### src/rtl/audio_pkg.sv
// Shared types and widths for the audio PWM DAC block.
package audio_pkg;
  localparam int PWM_BITS = 8;
  localparam int SAMPLE_W = 8;
  localparam int VOL_W    = 3;

  typedef enum logic [1:0] {
    IDLE = 2'd0,
    PLAY = 2'd1,
    HOLD = 2'd2
  } play_state_e;
endpackage

### src/rtl/audio_pwm_dac_if.sv
// Sample stream handshake from sound_generator into the PWM DAC.
interface audio_pwm_dac_if;
  import audio_pkg::*;

  logic [SAMPLE_W-1:0] sample_i;
  logic                sample_valid_i;
  logic                sample_ready_o;

  modport master (output sample_i, output sample_valid_i, input sample_ready_o);
  modport slave  (input sample_i, input sample_valid_i, output sample_ready_o);
endinterface

### src/rtl/audio_pwm_dac_sample_fifo.sv
// Small synchronous sample FIFO with registered level/full/empty flags.
// DEPTH must be a power of two so the pointers wrap naturally.
module sample_fifo #(
  parameter int DEPTH = 4,
  parameter int W     = 8,
  localparam int LVL_W = $clog2(DEPTH + 1),
  localparam int PTR_W = $clog2(DEPTH)
) (
  input  logic             clk,
  input  logic             rst,
  input  logic             push,
  input  logic [W-1:0]     din,
  input  logic             pop,
  output logic [W-1:0]     dout,
  output logic [LVL_W-1:0] level,
  output logic             full,
  output logic             empty
);
  logic [W-1:0]     mem_q [DEPTH];
  logic [PTR_W-1:0] wr_ptr_q, wr_ptr_d;
  logic [PTR_W-1:0] rd_ptr_q, rd_ptr_d;
  logic [LVL_W-1:0] level_q, level_d;
  logic             full_q, full_d;
  logic             empty_q, empty_d;
  logic             do_push, do_pop;

  assign do_push = push && !full_q;
  assign do_pop  = pop && !empty_q;

  // Pointer and occupancy update; push and pop together leave the level unchanged.
  always_comb begin
    wr_ptr_d = wr_ptr_q;
    rd_ptr_d = rd_ptr_q;
    level_d  = level_q;
    if (do_push) wr_ptr_d = wr_ptr_q + PTR_W'(1);
    if (do_pop)  rd_ptr_d = rd_ptr_q + PTR_W'(1);
    case ({do_push, do_pop})
      2'b10:   level_d = level_q + LVL_W'(1);
      2'b01:   level_d = level_q - LVL_W'(1);
      default: level_d = level_q;
    endcase
    full_d  = (level_d == LVL_W'(DEPTH));
    empty_d = (level_d == '0);
  end

  // Control state; contents are simply abandoned on reset.
  always_ff @(posedge clk) begin
    if (rst) begin
      wr_ptr_q <= '0;
      rd_ptr_q <= '0;
      level_q  <= '0;
      full_q   <= 1'b0;
      empty_q  <= 1'b1;
    end else begin
      wr_ptr_q <= wr_ptr_d;
      rd_ptr_q <= rd_ptr_d;
      level_q  <= level_d;
      full_q   <= full_d;
      empty_q  <= empty_d;
    end
  end

  // Sample storage, written on accepted pushes only.
  always_ff @(posedge clk) begin
    if (do_push) mem_q[wr_ptr_q] <= din;
  end

  assign dout  = mem_q[rd_ptr_q];
  assign level = level_q;
  assign full  = full_q;
  assign empty = empty_q;
endmodule

### src/rtl/audio_pwm_dac.sv
// Audio PWM DAC: buffers 8-bit samples, applies a 3-bit gain and renders each
// sample as one 256-clock PWM period. A playback FSM primes the FIFO, holds
// the last level on underrun and falls back to silent IDLE after a timeout.
// Optional macro AUDIO_DAC_ERROR_FEEDBACK_EN adds a residual accumulator that
// feeds the truncated product bits back into the duty.
module audio_pwm_dac
  import audio_pkg::*;
#(
  parameter int FIFO_DEPTH   = 4,
  parameter int PRIME_LEVEL  = 2,
  parameter int HOLD_PERIODS = 16,
  localparam int LVL_W  = $clog2(FIFO_DEPTH + 1),
  localparam int HOLD_W = $clog2(HOLD_PERIODS + 1)
) (
  input  logic                 clk,
  input  logic                 rst,
  audio_pwm_dac_if.slave       smp,
  input  logic [VOL_W-1:0]     volume_i,
  input  logic                 mute_i,
  output logic                 pwm_o,
  output logic                 period_strobe_o,
  output logic                 underrun_o,
  output logic [LVL_W-1:0]     fifo_level_o
);
  logic [PWM_BITS-1:0] cnt_q, cnt_d;
  logic [PWM_BITS-1:0] duty_q, duty_d;
  play_state_e         state_q, state_d;
  logic [HOLD_W-1:0]   hold_q, hold_d;
  logic                pwm_q, pwm_d;

  logic [SAMPLE_W-1:0] head;
  logic [LVL_W-1:0]    level;
  logic                full, empty;
  logic                push, pop, underrun;
  logic                boundary;
  logic [VOL_W:0]      vol_gain;
  logic [10:0]         prod;
  logic [PWM_BITS-1:0] scaled_duty;

  function automatic logic [PWM_BITS-1:0] sat_inc(input logic [PWM_BITS-1:0] base,
                                                  input logic inc);
    logic [PWM_BITS:0] sum;
    sum = {1'b0, base} + {{PWM_BITS{1'b0}}, inc};
    return sum[PWM_BITS] ? {PWM_BITS{1'b1}} : sum[PWM_BITS-1:0];
  endfunction

  assign smp.sample_ready_o = !full && !rst;
  assign push               = smp.sample_valid_i && smp.sample_ready_o;

  sample_fifo #(
    .DEPTH (FIFO_DEPTH),
    .W     (SAMPLE_W)
  ) u_fifo (
    .clk   (clk),
    .rst   (rst),
    .push  (push),
    .din   (smp.sample_i),
    .pop   (pop),
    .dout  (head),
    .level (level),
    .full  (full),
    .empty (empty)
  );

  assign boundary = (cnt_q == {PWM_BITS{1'b1}});
  assign vol_gain = {1'b0, volume_i} + (VOL_W + 1)'(1);
  assign prod     = {3'b000, head} * {7'b0000000, vol_gain};

`ifdef AUDIO_DAC_ERROR_FEEDBACK_EN
  logic [2:0] acc_q, acc_d;
  logic [3:0] acc_sum;

  assign acc_sum     = {1'b0, acc_q} + {1'b0, prod[2:0]};
  assign scaled_duty = sat_inc(prod[10:3], acc_sum[3]);

  // Residual accumulator: absorbs dropped bits on each pop, cleared entering IDLE.
  always_comb begin
    acc_d = acc_q;
    if (pop) acc_d = acc_sum[2:0];
    if (state_d == IDLE && state_q != IDLE) acc_d = '0;
  end

  // Accumulator register.
  always_ff @(posedge clk) begin
    if (rst) acc_q <= '0;
    else     acc_q <= acc_d;
  end
`else
  assign scaled_duty = sat_inc(PWM_BITS'(prod >> 3), 1'b0);
`endif

  // Playback FSM, duty load and PWM compare; all decisions happen at period boundaries.
  always_comb begin
    cnt_d    = cnt_q + PWM_BITS'(1);
    duty_d   = duty_q;
    state_d  = state_q;
    hold_d   = hold_q;
    pop      = 1'b0;
    underrun = 1'b0;
    if (boundary) begin
      unique case (state_q)
        IDLE: begin
          duty_d = '0;
          if (level >= LVL_W'(PRIME_LEVEL)) begin
            pop     = 1'b1;
            duty_d  = scaled_duty;
            state_d = PLAY;
          end
        end
        PLAY: begin
          if (!empty) begin
            pop    = 1'b1;
            duty_d = scaled_duty;
          end else begin
            underrun = 1'b1;
            hold_d   = '0;
            state_d  = HOLD;
          end
        end
        HOLD: begin
          if (!empty) begin
            pop     = 1'b1;
            duty_d  = scaled_duty;
            state_d = PLAY;
          end else begin
            hold_d = hold_q + HOLD_W'(1);
            if (hold_d == HOLD_W'(HOLD_PERIODS)) begin
              state_d = IDLE;
              duty_d  = '0;
            end
          end
        end
        default: begin
          state_d = IDLE;
          duty_d  = '0;
        end
      endcase
    end
    pwm_d = (state_q != IDLE) && !mute_i && (cnt_q < duty_q);
  end

  // State, counter, duty and output register.
  always_ff @(posedge clk) begin
    if (rst) begin
      cnt_q   <= '0;
      duty_q  <= '0;
      state_q <= IDLE;
      hold_q  <= '0;
      pwm_q   <= 1'b0;
    end else begin
      cnt_q   <= cnt_d;
      duty_q  <= duty_d;
      state_q <= state_d;
      hold_q  <= hold_d;
      pwm_q   <= pwm_d;
    end
  end

  assign pwm_o           = pwm_q;
  assign period_strobe_o = boundary;
  assign underrun_o      = underrun;
  assign fifo_level_o    = level;
endmodule
### src/flat_wrapper.sv
// flat-port wrapper written by rule: the top's interface ports become plain ports
module audio_pwm_dac_flat import audio_pkg::*;
#(
  parameter int FIFO_DEPTH   = 4,
  parameter int PRIME_LEVEL  = 2,
  parameter int HOLD_PERIODS = 16,
  localparam int LVL_W  = $clog2(FIFO_DEPTH + 1),
  localparam int HOLD_W = $clog2(HOLD_PERIODS + 1)
)
  (clk, rst, volume_i, mute_i, pwm_o, period_strobe_o, underrun_o, fifo_level_o, smp_sample_i, smp_sample_valid_i, smp_sample_ready_o);
  audio_pwm_dac_if smp_i ();
  input  logic clk;
  input  logic rst;
  input  logic [VOL_W-1:0] volume_i;
  input  logic mute_i;
  output logic pwm_o;
  output logic period_strobe_o;
  output logic underrun_o;
  output logic [LVL_W-1:0] fifo_level_o;
  input wire logic [$bits(smp_i.sample_i)-1:0] smp_sample_i;
  input wire logic [$bits(smp_i.sample_valid_i)-1:0] smp_sample_valid_i;
  output wire logic [$bits(smp_i.sample_ready_o)-1:0] smp_sample_ready_o;
  assign smp_i.sample_i = smp_sample_i;
  assign smp_i.sample_valid_i = smp_sample_valid_i;
  assign smp_sample_ready_o = smp_i.sample_ready_o;
  audio_pwm_dac #(.FIFO_DEPTH(FIFO_DEPTH), .PRIME_LEVEL(PRIME_LEVEL), .HOLD_PERIODS(HOLD_PERIODS)) u_core (.clk(clk), .rst(rst), .smp(smp_i), .volume_i(volume_i), .mute_i(mute_i), .pwm_o(pwm_o), .period_strobe_o(period_strobe_o), .underrun_o(underrun_o), .fifo_level_o(fifo_level_o));
endmodule
### config.mk
export PLATFORM = sky130hd
export DESIGN_NAME = audio_pwm_dac_flat
export DESIGN_NICKNAME = d
export VERILOG_FILES = /design/src/rtl/audio_pkg.sv /design/src/rtl/audio_pwm_dac_if.sv /design/src/rtl/audio_pwm_dac_sample_fifo.sv /design/src/rtl/audio_pwm_dac.sv /design/src/flat_wrapper.sv
export SDC_FILE = /design/constraint.sdc
export NUM_CORES = 1
export LEC_CHECK = 0
export CAP_MARGIN = 0
export CORE_UTILIZATION = 45
export DETAILED_ROUTE_END_ITERATION = 10
export HOLD_SLACK_MARGIN = 0.08
export MAX_ROUTING_LAYER = met4
export PLACE_DENSITY = 0.69
export SLEW_MARGIN = 20
export SYNTH_ARGS = -nofsm -noshare
export SYNTH_HDL_FRONTEND = slang
export SYNTH_HIERARCHICAL = 1
export SYNTH_SLANG_ARGS = --single-unit
### constraint.sdc
create_clock -name clk -period 3.8 [get_ports clk]
set_input_delay 0.76 -clock clk [delete_from_list [all_inputs] [get_ports clk]]
set_output_delay 0.76 -clock clk [all_outputs]
set_load 0.1 [all_outputs]
* After elaboration in Yosys (flattened, before gate mapping)
Memory sizes are Yosys's and may differ from the RTL's. A register that Yosys moved wholly into a read port is not among the register bits.
Cells that the tools add are included.
** Storage, ports and cells
- Register bits :: 33
- Memory bits (writable) :: 32
- Bits of input ports :: 15
- Output and inout bits :: 7
- Word-level logic and storage cells :: 76
- Memories kept :: 1
** Operators by class
- Add/sub/neg operators :: 7
- $mul :: 1
- $lt $le $gt $ge :: 2
- Equality and inequality tests :: 12
- Mux-type cells :: 25
- Reductions and logical operators :: 18
** Memories
- u_core.u_fifo.mem_q :: depth 4, width 8, read ports 1, clocked after memory_dff 1, wr ports 1, RTL line audio_pwm_dac_sample_fifo.sv:19 : logic [W-1:0] mem_q [DEPTH];
** Operators with widths (count)
- $mux 8 :: 4
- $pmux 8 s3 :: 1
- $mux 2 :: 6
- $mul 8x4->11 :: 1
- $mux 5 :: 2
- $pmux 5 s2 :: 1
- $add 8x1->8 const B :: 1
- $eq 8x8->1 const B :: 1
- $lt 8x8->1 :: 1
- $mux 1 :: 8
- $reduce_and 4->1 :: 2
- $logic_and 1x1->1 :: 6
- $ne 2x2->1 const B :: 3
- $pmux 2 s3 :: 1
- $pmux 3 s2 :: 1
- $add 5x1->5 const B :: 1
- $eq 5x5->1 const B :: 1
- $add 2x1->2 const B :: 2
- $add 3x1->4 const B :: 1
- $eq 2x1->1 const B :: 2
- $eq 2x2->1 const B :: 2
- $logic_not 1->1 :: 4
- $reduce_bool 2->1 :: 2
- $add 3x1->3 const B :: 1
- 10 further kinds :: 10

* Longest topological paths before layout
- Depth in word-level cells :: 8
- Mapped depth :: 15
- Depth with buffers taken out :: 14

* Modules after synthesis
Netlist, hierarchy kept.
** By module, submodules not included
- audio_pwm_dac :: times used 1, cells each 260, area an instance 2180.8 µm²
- sample_fifo :: times used 1, cells each 100, area an instance 1694.1 µm²

* Worst setup path after synthesis
Ideal clock, no wire load.
- Path type :: reg-to-output
- Start :: register u_core.state_q[1]
- End :: output underrun_o
- Arrival time :: 3610 ps
- Slack :: -570 ps
- Cell stages (with the launch flop) :: 5
- Path buffers :: 0
- Cell sequence :: dfxtp_1 -> inv_1 -> ha_1 -> inv_1 -> nor4_1
** Between the ends
- Word-level cells in the longest chain between the ends :: 3
** Ends and longest elaborated chain
- start: declaration :: RTL line audio_pwm_dac.sv:27 : play_state_e state_q, state_d;
- start signal: assignment :: RTL line audio_pwm_dac.sv:153 : state_q <= state_d;
- $eq 2x1->1 :: RTL line audio_pwm_dac.sv:101 : unique case (state_q)
- $mux 1 :: RTL line audio_pwm_dac.sv:101
- $mux 1 :: RTL line audio_pwm_dac.sv:100 : if (boundary) begin
- end: declaration :: RTL line flat_wrapper.sv:18 : output logic underrun_o;
Every way passes these cells.

* Worst setup path after layout
- Start :: input volume_i[0]
- End :: register u_core.duty_q[7]
** Between the ends
- Word-level cells in the longest chain between the ends :: 4
- Elaborated cells between the ends (all ways) :: 6
- Those cells by class :: add/sub: 1; mul: 1; mux: 4
** Ends and longest elaborated chain
- start: declaration :: RTL line flat_wrapper.sv:14 : input logic [VOL_W-1:0] volume_i;
- $add 3x1->4 (*) :: RTL line audio_pwm_dac.sv:66 : assign vol_gain = {1'b0, volume_i} + (VOL_W + 1)'(1);
- $mul 8x4->11 (*) :: RTL line audio_pwm_dac.sv:67 : assign prod = {3'b000, head} * {7'b0000000, vol_gain};
- $mux 8, on equally long branches :: RTL line audio_pwm_dac.sv:121, audio_pwm_dac.sv:104, audio_pwm_dac.sv:111
- $pmux 8 s3 (*) :: RTL line audio_pwm_dac.sv:101
- end signal: assignment :: RTL line audio_pwm_dac.sv:152 : duty_q <= duty_d;
- end: declaration :: RTL line audio_pwm_dac.sv:26 : logic [PWM_BITS-1:0] duty_q, duty_d;
Mark *: on every way between the ends. The rest lies on a longest branch, timed or not. The select of a mux whose other input is x is not followed.
A chain may end at the register's enable or synchronous reset.

==> results.md <==
- Synth top area cells: sky130_fd_sc_hd__edfxtp_1, sky130_fd_sc_hd__dfxtp_1, sky130_fd_sc_hd__ha_1
- Final setup violation count: 0
- Data arrival time of the worst path: 3890 ps
- Fin. max-slew vios: 0
- Fraction of synthesis flops using an asynchronous set or reset pin: 0
- Clock Tree Root: sky130_fd_sc_hd__clkbuf_8
- Areal power density over the cells: 368 nW/um2
- Die width: 94.8 um
- Clock tree buffer depth: 2
- Synthesized netlist cell count: 360
- Met3 wire length: 181 um
- Worst-case clock skew: 12.2 ps
- Clock-pin slew reported for the worst setup and hold paths after clock tree synthesis: 70 ps
- Weighted congestion at the end of routability-driven global placement: 0.833
- Number of hold violations in the final report: 0
- Initial standard-cell utilization of the core: 0.469
- Height of the die: 94.8 um
- Post-Route M1 WL: 3.13 mm
- Synthesis-to-layout area growth: 21.2%
- Std-Cell Rows: 33
- Share of the synthesized area in the top cell type: 0.248
- 1st-iter DRT viols: 164
- Post-synthesis cell type with the largest combined area: sky130_fd_sc_hd__edfxtp_1
- Global-route wire length before repair: 11.4 mm
- Max VDD drop: 0.000315 V
- Number of levels the H-tree was split into: 3
- Buffers added on ports: 21
- Average cell area after synthesis: 10.8 um2
- Peak fanout along the critical path: 6
- Transition time of the tightest slew-check pin: 967 ps
- Top post-synthesis cells by count: sky130_fd_sc_hd__inv_1, sky130_fd_sc_hd__dfxtp_1, sky130_fd_sc_hd__edfxtp_1, sky130_fd_sc_hd__ha_1, sky130_fd_sc_hd__nor2_1
- FMAX: 0.272 GHz
- Final total power: 0.00173 W
- Detailed-placement wirelength estimate: 5.12 mm
- Syn nets: 419
- Total die area: 8990 um2
- Number of vias in the routed layout: 2684
- Main synth FF type: sky130_fd_sc_hd__dfxtp_1
- Post-synthesis sequential area ratio: 0.429
- LEAKAGE: 1.84 nW
- Clock period minus worst slack: 3680 ps
- Critical path class: input port to register
- Number of warnings issued by yosys: 6
- Cts hold-fix bufs: 0
- Nets@finish: 466
- Element type at the critical path end: register
- Via/cell ratio: 5.19
- Critical path required time: 4010 ps
- Most common cell in the netlist: sky130_fd_sc_hd__inv_1
- Number of distinct standard cells referenced by the synthesized netlist: 48
- CTS tree: done
- Largest stage delay on the critical path: 530 ps
- Number of synthesized register bits: 67
- Final wirelength: 6.95 mm
- EDFF count, synth: 32
- Later-pin clock latency in the skew report: 340 ps
- Share of post-route cells with drive strength above 1: 0.187
- Unrepaired setup endpoints after global routing: false
- Cts bufs inserted: 9
- Drc violations: 0
- Routed wl met2: 3.55 mm
- Clock sink count: 67
- Number of inserted diodes: 0
- Crit-path slowest cell: sky130_fd_sc_hd__fa_1
- Max-cap violations: 0
- Core box area: 8260 um2
- GRT Resource Usage Total: 0.171
- Via count of the first global-routing pass: 2534
- Antenna-violating nets left: 0
- Worst slew margin: 0.353
- Sort of element at the start of the critical path: input port
- Routed wirelength normalized by instance count: 13.4 um
- End-of-flow core utilization: 0.569
- Outcome: finished, final reports clean
- Worst hold-check path type: register to register
- Aggregate negative setup slack: 0 ps
- Critical-path cell list: dlygate4sd2_1 > ha_4 > xor2_4 > and2_1 > fa_1 > inv_1 > fa_1 > inv_1 > ha_1 > and3_4 > a221oi_4 > a211o_1 > xnor2_1 > a22oi_1 > nor2_1
- Highest metal layer with signal wires: met4
- Antenna violations before repair: 0
- Final cycle utilization of the critical path: 0.968
- Total standard cell area after synthesis: 3870 um2
- Sum of overflow across all layers after global routing: 0
- Fillers: 718
- Number of top-level pins: 22
- First-pass iteration count of the detailed router: 4
- Largest net degree at the start of global routing: 35
## metal layers
layer | up-vias | global-route usage
met2 | 36 | 0.282
met5 | - | -
met3 | 5 | 0.0338
met1 | 1298 | 0.206
met4 | 0 | 0.0644
li1 | 1345 | -
## repair_timing
action	CTS	global route
pin swaps	5	9
endpoints found under the setup margin	6	4
buffers inserted	0	5
resized for setup	9	11
## kinds of logic after synthesis
family | synth area share
simple gates | 0.176
flops | 0.429
compound gates | 0.0865
buf+inv | 0.0471
fa+ha+maj | 0.167
xor+xnor | 0.0429
mux | 0.0517
## layout make-up
| class | count | area, um2 | share of cell area |
|---|---|---|---|
| inverter | 37 | 139 | 0.0296 |
| clock inverter | 7 | 76.3 | 0.0163 |
| sequential | 67 | 1660 | 0.354 |
| multi-input combinational | 245 | 2140 | 0.456 |
| tap | 105 | 131 | 0.0280 |
| timing repair buffer | 47 | 420 | 0.0895 |
| clock buffer | 9 | 124 | 0.0264 |
## worst paths after layout
check,start,to,slack (ps),cells after the start
worst max-delay path,volume_i[0],u_core/duty_q[7],120,15
worst min-delay path,u_core/cnt_q[0],u_core/cnt_q[0],460,1
worst max register to register,register,u_core/duty_q[7],120,14
worst min register to register,u_core/cnt_q[0],u_core/cnt_q[0],460,1
## metrics by stage
stage                     hold WS (ps)  setup slack (ps)  std cells  instance area (um2)
final                              465               123        517                 4700
after global routing               486              1.32        517                 4700
after CTS                          469              30.8        512                 4610
after detailed placement           451              -635        496                 4370
after global placement             442              -565        496                 4370
after floorplan                    425              5.92        360                 3900
## power breakdown
group | internal, W | switching (W) | total (W)
clock | 0.000307 | 0.000290 | 0.000597
sequential | 0.000769 | 0.0000105 | 0.000780
combinational | 0.000172 | 0.000177 | 0.000349
total | 0.00125 | 0.000477 | 0.00173
## worst max-delay path, delay by kind of cell
family | cells | cell delay, ps
buffers and inverters | 3 | 370
and+or+nand+nor | 3 | 430
xor gates and xnor gates | 2 | 240
adders and majority gates | 4 | 1530
AOI/OAI and AO/OA | 3 | 560
## placed cells by master, fill, tap and decap left out, types with 6 or more instances in the layout
master | synthesis | final
sky130_fd_sc_hd__o21ai_0 | 7 | 7
sky130_fd_sc_hd__nand3_1 | 8 | 8
sky130_fd_sc_hd__nand2_1 | 14 | 13
sky130_fd_sc_hd__buf_4 | 0 | 27
sky130_fd_sc_hd__dfxtp_1 | 35 | 34
sky130_fd_sc_hd__mux4_2 | 8 | 8
sky130_fd_sc_hd__inv_1 | 37 | 37
sky130_fd_sc_hd__a22oi_1 | 8 | 8
sky130_fd_sc_hd__clkbuf_8 | 0 | 9
sky130_fd_sc_hd__and2_1 | 20 | 17
sky130_fd_sc_hd__fa_1 | 13 | 12
sky130_fd_sc_hd__a21o_1 | 6 | 6
sky130_fd_sc_hd__nor2b_1 | 9 | 9
sky130_fd_sc_hd__clkdlybuf4s50_1 | 0 | 15
sky130_fd_sc_hd__ha_1 | 31 | 28
sky130_fd_sc_hd__a21oi_1 | 17 | 17
sky130_fd_sc_hd__xnor2_1 | 9 | 9
sky130_fd_sc_hd__nor3_1 | 7 | 7
sky130_fd_sc_hd__nand2b_1 | 8 | 8
sky130_fd_sc_hd__nor2_1 | 31 | 30
sky130_fd_sc_hd__edfxtp_1 | 32 | 32
sky130_fd_sc_hd__xor2_1 | 10 | 9
## registers in the layout, summed over array words and instances (netlist names), named ones only
signal                  cells
u_core/cnt_q                8
u_core/duty_q               8
u_core/hold_q               5
u_core/pwm_o                1
u_core/state_q              2
u_core/u_fifo/empty         1
u_core/u_fifo/full          1
u_core/u_fifo/level         3
u_core/u_fifo/mem_q        32
u_core/u_fifo/rd_ptr_q      2
u_core/u_fifo/wr_ptr_q      2
Note: power is estimated with default switching activity, not from simulation.
